[config.mk]
export PLATFORM = sky130hd
export DESIGN_NAME = lut4_sbox_seq
export DESIGN_NICKNAME = d
export VERILOG_FILES = /design/src/rtl/lut4_sbox_seq.sv
export SDC_FILE = /design/constraint.sdc
export NUM_CORES = 1
export LEC_CHECK = 0
export CAP_MARGIN = 10
export CORE_ASPECT_RATIO = 1.5
export CORE_MARGIN = 1
export CORE_UTILIZATION = 58
export DETAILED_ROUTE_END_ITERATION = 10
export DONT_BUFFER_PORTS = 1
export PLACE_DENSITY = 0.87
export SYNTH_ARGS = -nofsm -noshare
export SYNTH_HDL_FRONTEND = slang
export SYNTH_SLANG_ARGS = --single-unit
[constraint.sdc]
create_clock -name clk -period 3.3 [get_ports clk]
set_clock_uncertainty 0.15 [all_clocks]
set_input_delay 0.33 -clock clk [delete_from_list [all_inputs] [get_ports clk]]
set_output_delay 0.33 -clock clk [all_outputs]
set_load 0.03 [all_outputs]
[src/rtl/lut4_sbox_seq.sv]
// lut4_sbox_seq
//   Sequenced 16-entry, 4-bit S-box substitution of a 32-bit word. Each of the
//   eight index nibbles of rs1 selects one entry from a 16-entry table that is
//   split across two 32-bit operands (lut_lo = entries 0..7, lut_hi = 8..15).
//   The engine runs a low pass and a high pass of the split lut4 operation and
//   ORs them. With FAST=1 both passes are evaluated in a single cycle.
//
// Ports
//   clk         clock, rising edge
//   reset       synchronous, active-high
//   req_valid   request operands valid
//   req_ready   engine idle and able to take a request
//   req_rs1     eight 4-bit indices, nibble n = req_rs1[4n+:4]
//   req_lut_lo  table entries 0..7, entry k = req_lut_lo[4k+:4]
//   req_lut_hi  table entries 8..15, entry 8+k = req_lut_hi[4k+:4]
//   rsp_valid   rsp_rd holds a completed result
//   rsp_ready   consumer accepts the result
//   rsp_rd      substituted word (0 whenever rsp_valid is low)
//   busy        engine is not idle (always equals !req_ready)
//
// All outputs are decoded from registered state only; no input reaches an
// output combinationally.

module lut4_sbox_seq #(
    parameter bit FAST = 1'b0
) (
    input  logic        clk,
    input  logic        reset,
    input  logic        req_valid,
    output logic        req_ready,
    input  logic [31:0] req_rs1,
    input  logic [31:0] req_lut_lo,
    input  logic [31:0] req_lut_hi,
    output logic        rsp_valid,
    input  logic        rsp_ready,
    output logic [31:0] rsp_rd,
    output logic        busy
);

    typedef enum logic [1:0] {
        IDLE = 2'd0,
        LO   = 2'd1,
        HI   = 2'd2,
        DONE = 2'd3
    } state_t;

    state_t      state_q;
    state_t      state_nxt;

    logic [31:0] rs1_p0;
    logic [31:0] lo_p0;
    logic [31:0] hi_p0;
    logic [31:0] acc_p1;

    logic [31:0] pass_lo;
    logic [31:0] pass_hi;
    logic        req_hs;

    // One lut4 pass: a nibble whose index MSB disagrees with the selected
    // half yields zero, so the low and high passes never overlap and can be
    // merged with a plain OR.
    function automatic logic [31:0] lut4_pass(input logic [31:0] x,
                                              input logic [31:0] t,
                                              input logic        h);
        logic [31:0] r;
        logic [3:0]  idx;
        r = '0;
        for (int n = 0; n < 8; n++) begin
            idx = x[4*n +: 4];
            if (h == idx[3]) begin
                r[4*n +: 4] = t[{idx[2:0], 2'b00} +: 4];
            end
        end
        return r;
    endfunction

    assign req_hs  = req_valid && (state_q == IDLE);
    assign pass_lo = lut4_pass(rs1_p0, lo_p0, 1'b0);
    assign pass_hi = lut4_pass(rs1_p0, hi_p0, 1'b1);

    // ---- Stage p0: operand capture on request handshake ----
    // Operands are overwritten by every accepted request, so a reset needs no
    // clearing here; stale values are never observed.
    always_ff @(posedge clk) begin
        if (req_hs) begin
            rs1_p0 <= req_rs1;
            lo_p0  <= req_lut_lo;
            hi_p0  <= req_lut_hi;
        end
    end

    // ---- Stage p1: pass accumulation ----
    always_ff @(posedge clk) begin
        if (reset) begin
            acc_p1 <= '0;
        end else begin
            case (state_q)
                LO:      acc_p1 <= FAST ? (pass_lo | pass_hi) : pass_lo;
                HI:      acc_p1 <= acc_p1 | pass_hi;
                default: acc_p1 <= acc_p1;
            endcase
        end
    end

    always_ff @(posedge clk) begin
        if (reset) begin
            state_q <= IDLE;
        end else begin
            state_q <= state_nxt;
        end
    end

    always_comb begin
        state_nxt = state_q;
        case (state_q)
            IDLE:    if (req_valid) state_nxt = LO;
            LO:      state_nxt = FAST ? DONE : HI;
            HI:      state_nxt = DONE;
            DONE:    if (rsp_ready) state_nxt = IDLE;
            default: state_nxt = IDLE;
        endcase
    end

    always_comb begin
        req_ready = (state_q == IDLE);
        busy      = (state_q != IDLE);
        rsp_valid = (state_q == DONE);
        rsp_rd    = (state_q == DONE) ? acc_p1 : 32'h0;
    end

endmodule

# == Word-level counts from Yosys, hierarchy flattened ==
# Index checks and enable logic that the tools add are counted.
# word_totals
wordCells,53
output_inout_bits,35
ff_bits,130
# classes
mux,21
bitwise,1
eq_ne,5
reduce_logical,5
shift,16
# op_table
cell,count
32-bit by 6-bit indexed part select with 4-bit output,16
4-bit two-way mux,16
32-bit case mux with 2 select lines,1
32-bit two-way mux,1
32-bit OR,1
2-bit case mux with 4 select lines,1
"2-bit equality test, second input constant",2
2-bit two-way mux,2
2-bit nonzero test,2
"2-bit by 1-bit equality test with 1-bit output, second input constant",1
2-bit logical NOT,1
"2-bit by 1-bit inequality test with 1-bit output, second input constant",1
"2-bit inequality test, second input constant",1
2-bit AND reduction,1
1-bit logical AND,1

# == Logic depth before layout (Yosys ltp) ==
# depth
ltp_word,4
mapped_depth,7

# == Worst setup path before layout ==
# OpenSTA, ideal clock, no wires.
# synth_timing
kind,reg-to-reg
start,register state_q[0]
end,register hi_p0[0] (enable)
path_buffers,0
arrival_time_ns,3.056
stages_incl_launch_ff,4
setup_time_ns,0.465
synth_period_minus_slack_ns,3.671
path_slack_ns,-0.371
cell_sequence,dfxtp_1 inv_1 ha_1 and2_1
# synth_between
elab_chain_cells,2
# synth_rtl
element,line_no,source
"start, declared",47,state_t state_q;
"start signal, assigned",109,state_q <= state_nxt;
2-bit logical NOT,-,
via req_ready,30,"output logic req_ready,"
1-bit logical AND,77,assign req_hs = req_valid && (state_q == IDLE);
via req_hs,57,logic req_hs;
"end signal, assigned",88,hi_p0 <= req_lut_hi;
"end, declared",52,logic [31:0] hi_p0;
# The timed path passes the listed nets, and every way through them passes these cells.
# A chain may end at the register's enable or synchronous reset.

# == Worst setup path after layout ==
# layout_timing
start,register rs1_p0[28]
end,register acc_p1[28]
# layout_between
elab_chain_cells,4
word_cells_on_any_way,6
cone_classes,shift: 2; mux: 3; bitwise: 1
# layout_rtl
element,line_no,source
"start, declared",50,logic [31:0] rs1_p0;
"start signal, assigned",86,rs1_p0 <= req_rs1;
32-bit by 6-bit indexed part select with 4-bit output,71,"r[4*n +: 4] = t[{idx[2:0], 2'b00} +: 4];"
4-bit two-way mux,70,if (h == idx[3]) begin
32-bit OR,99,HI: acc_p1 <= acc_p1 | pass_hi;
32-bit case mux with 2 select lines (*),97,case (state_q)
"end signal, assigned",98,LO: acc_p1 <= FAST ? (pass_lo | pass_hi) : pass_lo;
"end signal, assigned",99,
"end signal, assigned",100,default: acc_p1 <= acc_p1;
"end, declared",53,logic [31:0] acc_p1;
# Mark *: on every way between the ends. The rest lies on a longest branch, timed or not.

==> flow_metrics.py <==
metrics = {
    "synthesis": {
        "synthArstFlopShare": 0,
        "syn_inst": 495,
        "syn_nets": 599,
        "synthTopCellsByArea": "edfxtp_1, mux4_2, dfxtp_1, mux2i_1, mux4_1",
        "synth_top_area_share": 0.3468,
        "ys_seq_elements": 130,
        "syn_area_per_cell_um2": 16.79,
        "synth.distinct_cells": 31,
        "syn_area_mm2": 0.008313,
        "yosys.area.top_type": "edfxtp_1",
        "yosysWarnings": 0,
        "yosysSeqAreaShare": 0.4287,
        "ys.flop_type": "edfxtp_1",
        "synth_enable_flop_cells": 96,
    },
    "critical_path": {
        "criticalPathCategory": "reg2reg",
        "slowest_stage": "edfxtp_1",
        "reg2reg_from": "rs1_p0[28]$_DFFE_PP_",
        "rr_worst_depth": 4,
        "worst-r2r-setup-slack_ns": 0.67,
        "critPathTopFamily": "multiplexers",
        "cp_num_buf_inv": 0,
        "worstPathCellList": "mux4_1, mux2i_1, nor2_1, a211o_1",
        "slowest_delay_ns": 0.94,
        "cp.required_ns": 3.46,
        "crit_start": "rs1_p0[28]$_DFFE_PP_",
        "cp-start-kind": "flop",
        "endpoint_kind": "flop",
        "crit_path_max_fanout": 16,
        "arrival_ns": 2.79,
        "reg2reg_to": "acc_p1[28]$_SDFFE_PP0P_",
    },
    "clocking": {
        "cts_buffer_depth": 2,
        "post_cts_buffers": 0,
        "post_cts_resized": 0,
        "cts_tree": "built",
        "cts_hold_buf": 97,
        "cts-root-buf": "clkbuf_16",
        "path_clk_slew_ns": 0.06,
        "cts.sinks": 130,
        "htree_levels": 4,
        "cts_buffers": 17,
        "insertion_delay_ns": 0.42,
    },
    "sta": {
        "min_period_over_period": 0.7983,
        "drv_slew": 0,
        "tns_ns": 0,
        "period_needed_ns": 2.634,
        "fmax_ghz": 0.3796,
        "rsz0062_at_grt": "false",
        "relSlewSlack": 0.2971,
        "finalHoldViolCount": 0,
        "worst_pin_slew_ns": 1.052,
        "postLayoutSetupSlackWorst_ns": 0.6657,
        "finalSetupViolations": 0,
    },
    "global_route": {
        "grt_pass1_vias": 5832,
        "grt_overflow_total": 0,
        "grt_pass1_wl_mm": 35.17,
        "grt_max_degree": 97,
        "grt.total_usage": 0.3349,
        "antenna_found_initial": 3,
    },
    "drt": {
        "drc": 0,
        "antenna_left": 0,
        "dr.first_iter.drc_count": 703,
        "viasPerCell": 7.485,
        "drt-pass1-iter-count": 5,
        "wl_per_cell_um": 29.68,
        "vias": 5913,
        "wirelength_mm": 23.45,
    },
    "placed_design": {
        "dp_slack_ns": 0.8139,
        "dp_hpwl_mm": 15.87,
        "io_buffer_count": 0,
        "placed_cell_area_mm2": 0.008371,
        "place_congestion": 1.010,
    },
    "hold_path": {
        "hp-class": "in2reg",
        "hold_start": "rsp_ready",
        "whs_path_depth": 3,
        "holdPathEnd": "state_q[0]$_SDFFE_PP0P_",
    },
    "floorplanning": {
        "start_util": 0.5941,
        "die_h_um": 148.6,
        "num_rows": 53,
        "die_x_um": 99.75,
        "ios": 135,
        "coreArea_mm2": 0.01399,
        "fp.dieArea_mm2": 0.01483,
    },
    "power_and_ir_drop": {
        "cellLeakagePower_nw": 3.502,
        "p_total_w": 0.007345,
        "power.density_mw_per_mm2": 739.7,
        "ir_worst_vdd_mv": 0.6383,
    },
    "finish": {
        "syn2layout_area_growth_pct": 19.45,
        "design_area_mm2": 0.009930,
        "final_nets": 687,
        "drive_gt1_frac": 0.2584,
        "utilization": 0.7096,
    },
    "run_status": {
        "outcome": "completed",
    },
    "run": {
        "drv_cap": 0,
    },
}
## synth_stat cells, types with 8 or more instances
cell / number
a2bb2oi_1: 8
and2_1: 33
buf_2: 8
buf_6: 9
dfxtp_1: 34
edfxtp_1: 96
mux2i_1: 65
mux4_1: 16
mux4_2: 112
nand2_1: 8
nor2_1: 8
o21ai_0: 22
o2bb2a_1: 21
## stage by stage
stage          instances  hold WS [ns]
4_1_cts              788        0.1275
2_1_floorplan        495        0.2524
3_5_place_dp         659        0.2597
6_report             790        0.1328
3_3_place_gp         659        0.2543
5_1_grt              789        0.1598
## flip-flops by register name (all words and copies together), names as in the netlist
name and count:
state_q 2, rs1_p0 32, hi_p0 32, lo_p0 32, acc_p1 32
## power breakdown
group	internal [W]	total, W	switching (W)
Clock	0.00112	0.00187	0.000751
Combinational	0.00137	0.00240	0.00104
Sequential	0.00226	0.00307	0.000808
## cell type report
class	count	area [um2]
antenna	2	5.005
inverter	5	18.77
timing repair buffer	108	1066
clock inverter	14	153.9
tap	192	240.2
multi-input combinational	321	4453
sequential	130	3563
fill	884	4063
clock buffer	18	429.2
## worst max path at each step
stage                         endpoint  slack, ns  cells after the start
3_5_place_dp   acc_p1[29]$_SDFFE_PP0P_       0.81                      4
3_3_place_gp   acc_p1[29]$_SDFFE_PP0P_       0.87                      4
4_1_cts        acc_p1[29]$_SDFFE_PP0P_       0.77                      4
5_1_grt        acc_p1[28]$_SDFFE_PP0P_       0.63                      4
2_1_floorplan       hi_p0[0]$_DFFE_PP_       0.67                      3
6_report       acc_p1[28]$_SDFFE_PP0P_       0.67                      4
## cell families (layout without fill, tap and decap cells)
logic type,Yosys count,count (layout),share of synthesized area
adder cells (fa/ha/maj),4,4,0.006021
other,0,2,0
flip-flops,130,130,0.4287
buffers and inverters,44,145,0.03597
multiplexers,193,193,0.4323
AO/OA/AOI/OAI,64,64,0.05659
AND/OR/NAND/NOR,60,60,0.04049
## routing by layer
metal,GRT usage,vias to the layer above,wire length [um]
met4,0.2346,2,1852
met1,0.3826,2896,7246
met5,0,-,13
met3,0.1189,133,2962
li1,-,2307,-
met2,0.5245,575,11380
## cell usage in the layout, fill, tap and decap left out, types with 4 or more instances in the layout
master         Yosys  final
a2bb2oi_1          8      8
and2_1            33     32
buf_4              7     10
clkbuf_16          0     17
clkinv_4           0      4
dfxtp_1           34     34
dlygate4sd3_1      0     97
edfxtp_1          96     96
ha_1               4      4
inv_1              5      5
inv_6              0      4
mux2i_1           65     65
mux4_1            16     16
mux4_2           112    112
nand2_1            8      8
nand2b_1           7      7
nor2_1             8      8
o21ai_0           22     22
o21ai_1            7      7
o2bb2a_1          21     21
## worst register-to-register path, cell delays in order, from the launching register on
cell and delay (ns):
edfxtp_1 0.94, mux4_1 0.68, mux2i_1 0.40, nor2_1 0.09
a211o_1 0.27
(Power assumes the default switching activity.)
==> RTL change: new RTL, same flow settings <==
The 4 states of `state_t` get a Gray code encoding in 2 bits.
--- a/src/rtl/lut4_sbox_seq.sv
+++ b/src/rtl/lut4_sbox_seq.sv
@@ -39,8 +39,8 @@
 
     typedef enum logic [1:0] {
-        IDLE = 2'd0,
-        LO   = 2'd1,
-        HI   = 2'd2,
-        DONE = 2'd3
+        IDLE = 2'b00,
+        LO   = 2'b01,
+        HI   = 2'b11,
+        DONE = 2'b10
     } state_t;
 
Formal check against the unedited RTL: same outputs for any inputs over 10 cycles, from zero or initial values and one cycle with reset high; not proved beyond that.
==> RTL change against the unedited design <==
Die area increased by 4.1%; routed wire length increased by 4.2%; count of clock-buffer cells in the layout up 5; cell area up 2.2%; synthesized area increased by 4.1%; first-iteration DRC count shrank 26%; worst hold slack gained 0.050 ns; synthesized cell count increased by 7.1%; sequential cell count unchanged; setup slack worse by 0.025 ns.
Power is not compared: it rests on default switching activity, and its combinational part moved more than twofold at a synthesized area within 25%.
==> RTL change: results (changes against the unedited design) <==
| Metric | Value |
|---|---|
| Crit Reg-Reg Endpoint | acc_p1[12]$_SDFFE_PP0P_ |
| Via count of the first global-routing pass | 6167 (+5.7%) |
| Number of distinct library cells after synthesis | 41 (+32%) |
| Hold-critical path endpoint | acc_p1[30]$_SDFFE_PP0P_ |
| Min Hold Slack | 0.183 ns (+0.0505 ns) |
| Net count after synthesis | 630 (+5.2%) |
| Synthesized instance count | 530 (+7.1%) |
| Hold path startpoint | reset |
| Largest net degree at the start of global routing | 53 (-45%) |
| Kind of cell adding the most delay to the critical path | flip-flops |
| CP arrival | 2.82 ns (+0.03 ns) |
| Count of placed standard cells in the final layout, fillers left out | 824 (+4.3%) |
| Number of detailed-routing iterations run before antenna repair | 6 (+1) |
| Top cells by instance count after synthesis | 96 x sky130_fd_sc_hd__edfxtp_1, 79 x sky130_fd_sc_hd__mux4_1, 48 x sky130_fd_sc_hd__mux2i_1 |
| Largest stage delay on the critical path | 1.09 ns (+0.15 ns) |
| DP Worst Slack | 0.655 ns (-0.159 ns) |
| Reg2Reg Setup Slack | 0.64 ns (-0.02 ns) |
| Critical register-to-register path startpoint | rs1_p0[13]$_DFFE_PP_ |
| Per-cell routed wire length | 29.6 µm (-0.14%) |
| Ranking of synthesized cells by area | sky130_fd_sc_hd__edfxtp_1 33%, sky130_fd_sc_hd__mux4_1 24%, sky130_fd_sc_hd__mux4_2 11% |
| Starting DRT DRC Count | 522 (-26%) |
| Transition time at the pin with the least slew margin | 1.12 ns (+0.0695 ns) |
| Post-DP HPWL | 16.3 mm (+2.9%) |
| Instance area after placement | 0.00863 mm² (+3.0%) |
| Maximum net fanout on the critical path | 18 (+2) |
| Outcome | finished, final reports clean |
| Sequential-to-total area share from yosys stat | 41.2% (-1.7 points) |
| Net count of the finished layout | 714 (+3.9%) |
[RTL change: cell count changes after synthesis, moves of 8 or more]
cell                       unedited run  this run
sky130_fd_sc_hd__mux2_2               0        10
sky130_fd_sc_hd__a22oi_1              0         8
sky130_fd_sc_hd__mux4_1              16        79
sky130_fd_sc_hd__o21ai_0             22         7
sky130_fd_sc_hd__a211o_1              3        15
sky130_fd_sc_hd__nand2_1              8        18
sky130_fd_sc_hd__nor2_1               8        33
sky130_fd_sc_hd__nand3_1              1        17
sky130_fd_sc_hd__o2bb2a_1            21         4
sky130_fd_sc_hd__mux4_2             112        44
sky130_fd_sc_hd__mux2i_1             65        48
[RTL change: routing by layer]
layer	routed length, µm	track usage (%)
met5	0	2.45
met4	1910	26.4
met3	2800	9.08
met2	11400	51.7
met1	8280	40.1
[RTL change: timing repair]
action / CTS / global route
setup endpoints to repair: 0 / 0
endpoints found under the hold margin: 98 / 0
hold buffers: 99 / 0
[RTL change: cells by family (layout without fill, tap and decap cells)]
logic type | Yosys count | after routing | synth area share [%]
compound gates | 46 | 46 | 4.13
simple gates | 120 | 120 | 7.11
other cells | 0 | 1 | 0
flops | 130 | 130 | 41.2
mux | 183 | 183 | 42.9
buf+inv | 51 | 148 | 4.73
[RTL change: power groups by stage]
stage | clock network, mW | registers [mW] | logic, mW
3_3_place_gp | 0 | 2.13 | 0.638
6_report | 1.72 | 2.12 | 0.766
2_1_floorplan | 0 | 1.99 | 0.605
3_5_place_dp | 0 | 2.14 | 0.656
4_1_cts | 1.73 | 2.11 | 0.750
5_1_grt | 1.81 | 2.13 | 0.800
[RTL change: how the worst max path moves through the flow]
stage,startpoint,endpoint,slack (ns),cells past startpoint
2_1_floorplan,state_q[1]$_SDFFE_PP0P_,hi_p0[0]$_DFFE_PP_,0.58,2
3_3_place_gp,rs1_p0[13]$_DFFE_PP_,acc_p1[12]$_SDFFE_PP0P_,0.69,4
3_5_place_dp,rs1_p0[13]$_DFFE_PP_,acc_p1[12]$_SDFFE_PP0P_,0.66,4
4_1_cts,rs1_p0[13]$_DFFE_PP_,acc_p1[12]$_SDFFE_PP0P_,0.63,4
5_1_grt,rs1_p0[13]$_DFFE_PP_,acc_p1[12]$_SDFFE_PP0P_,0.52,4
6_report,rs1_p0[13]$_DFFE_PP_,acc_p1[12]$_SDFFE_PP0P_,0.64,4
[RTL change: layout make-up]
cell class	instances	area, µm²	area share [%]
Sequential cell	130	3560	35.1
Multi-Input combinational cell	349	4690	46.2
Tap cell	196	245	2.42
Antenna cell	1	2.50	0.0246
Timing Repair Buffer	112	1100	10.8
Inverter	4	15.0	0.148
Clock buffer	23	479	4.72
Clock inverter	9	53.8	0.530
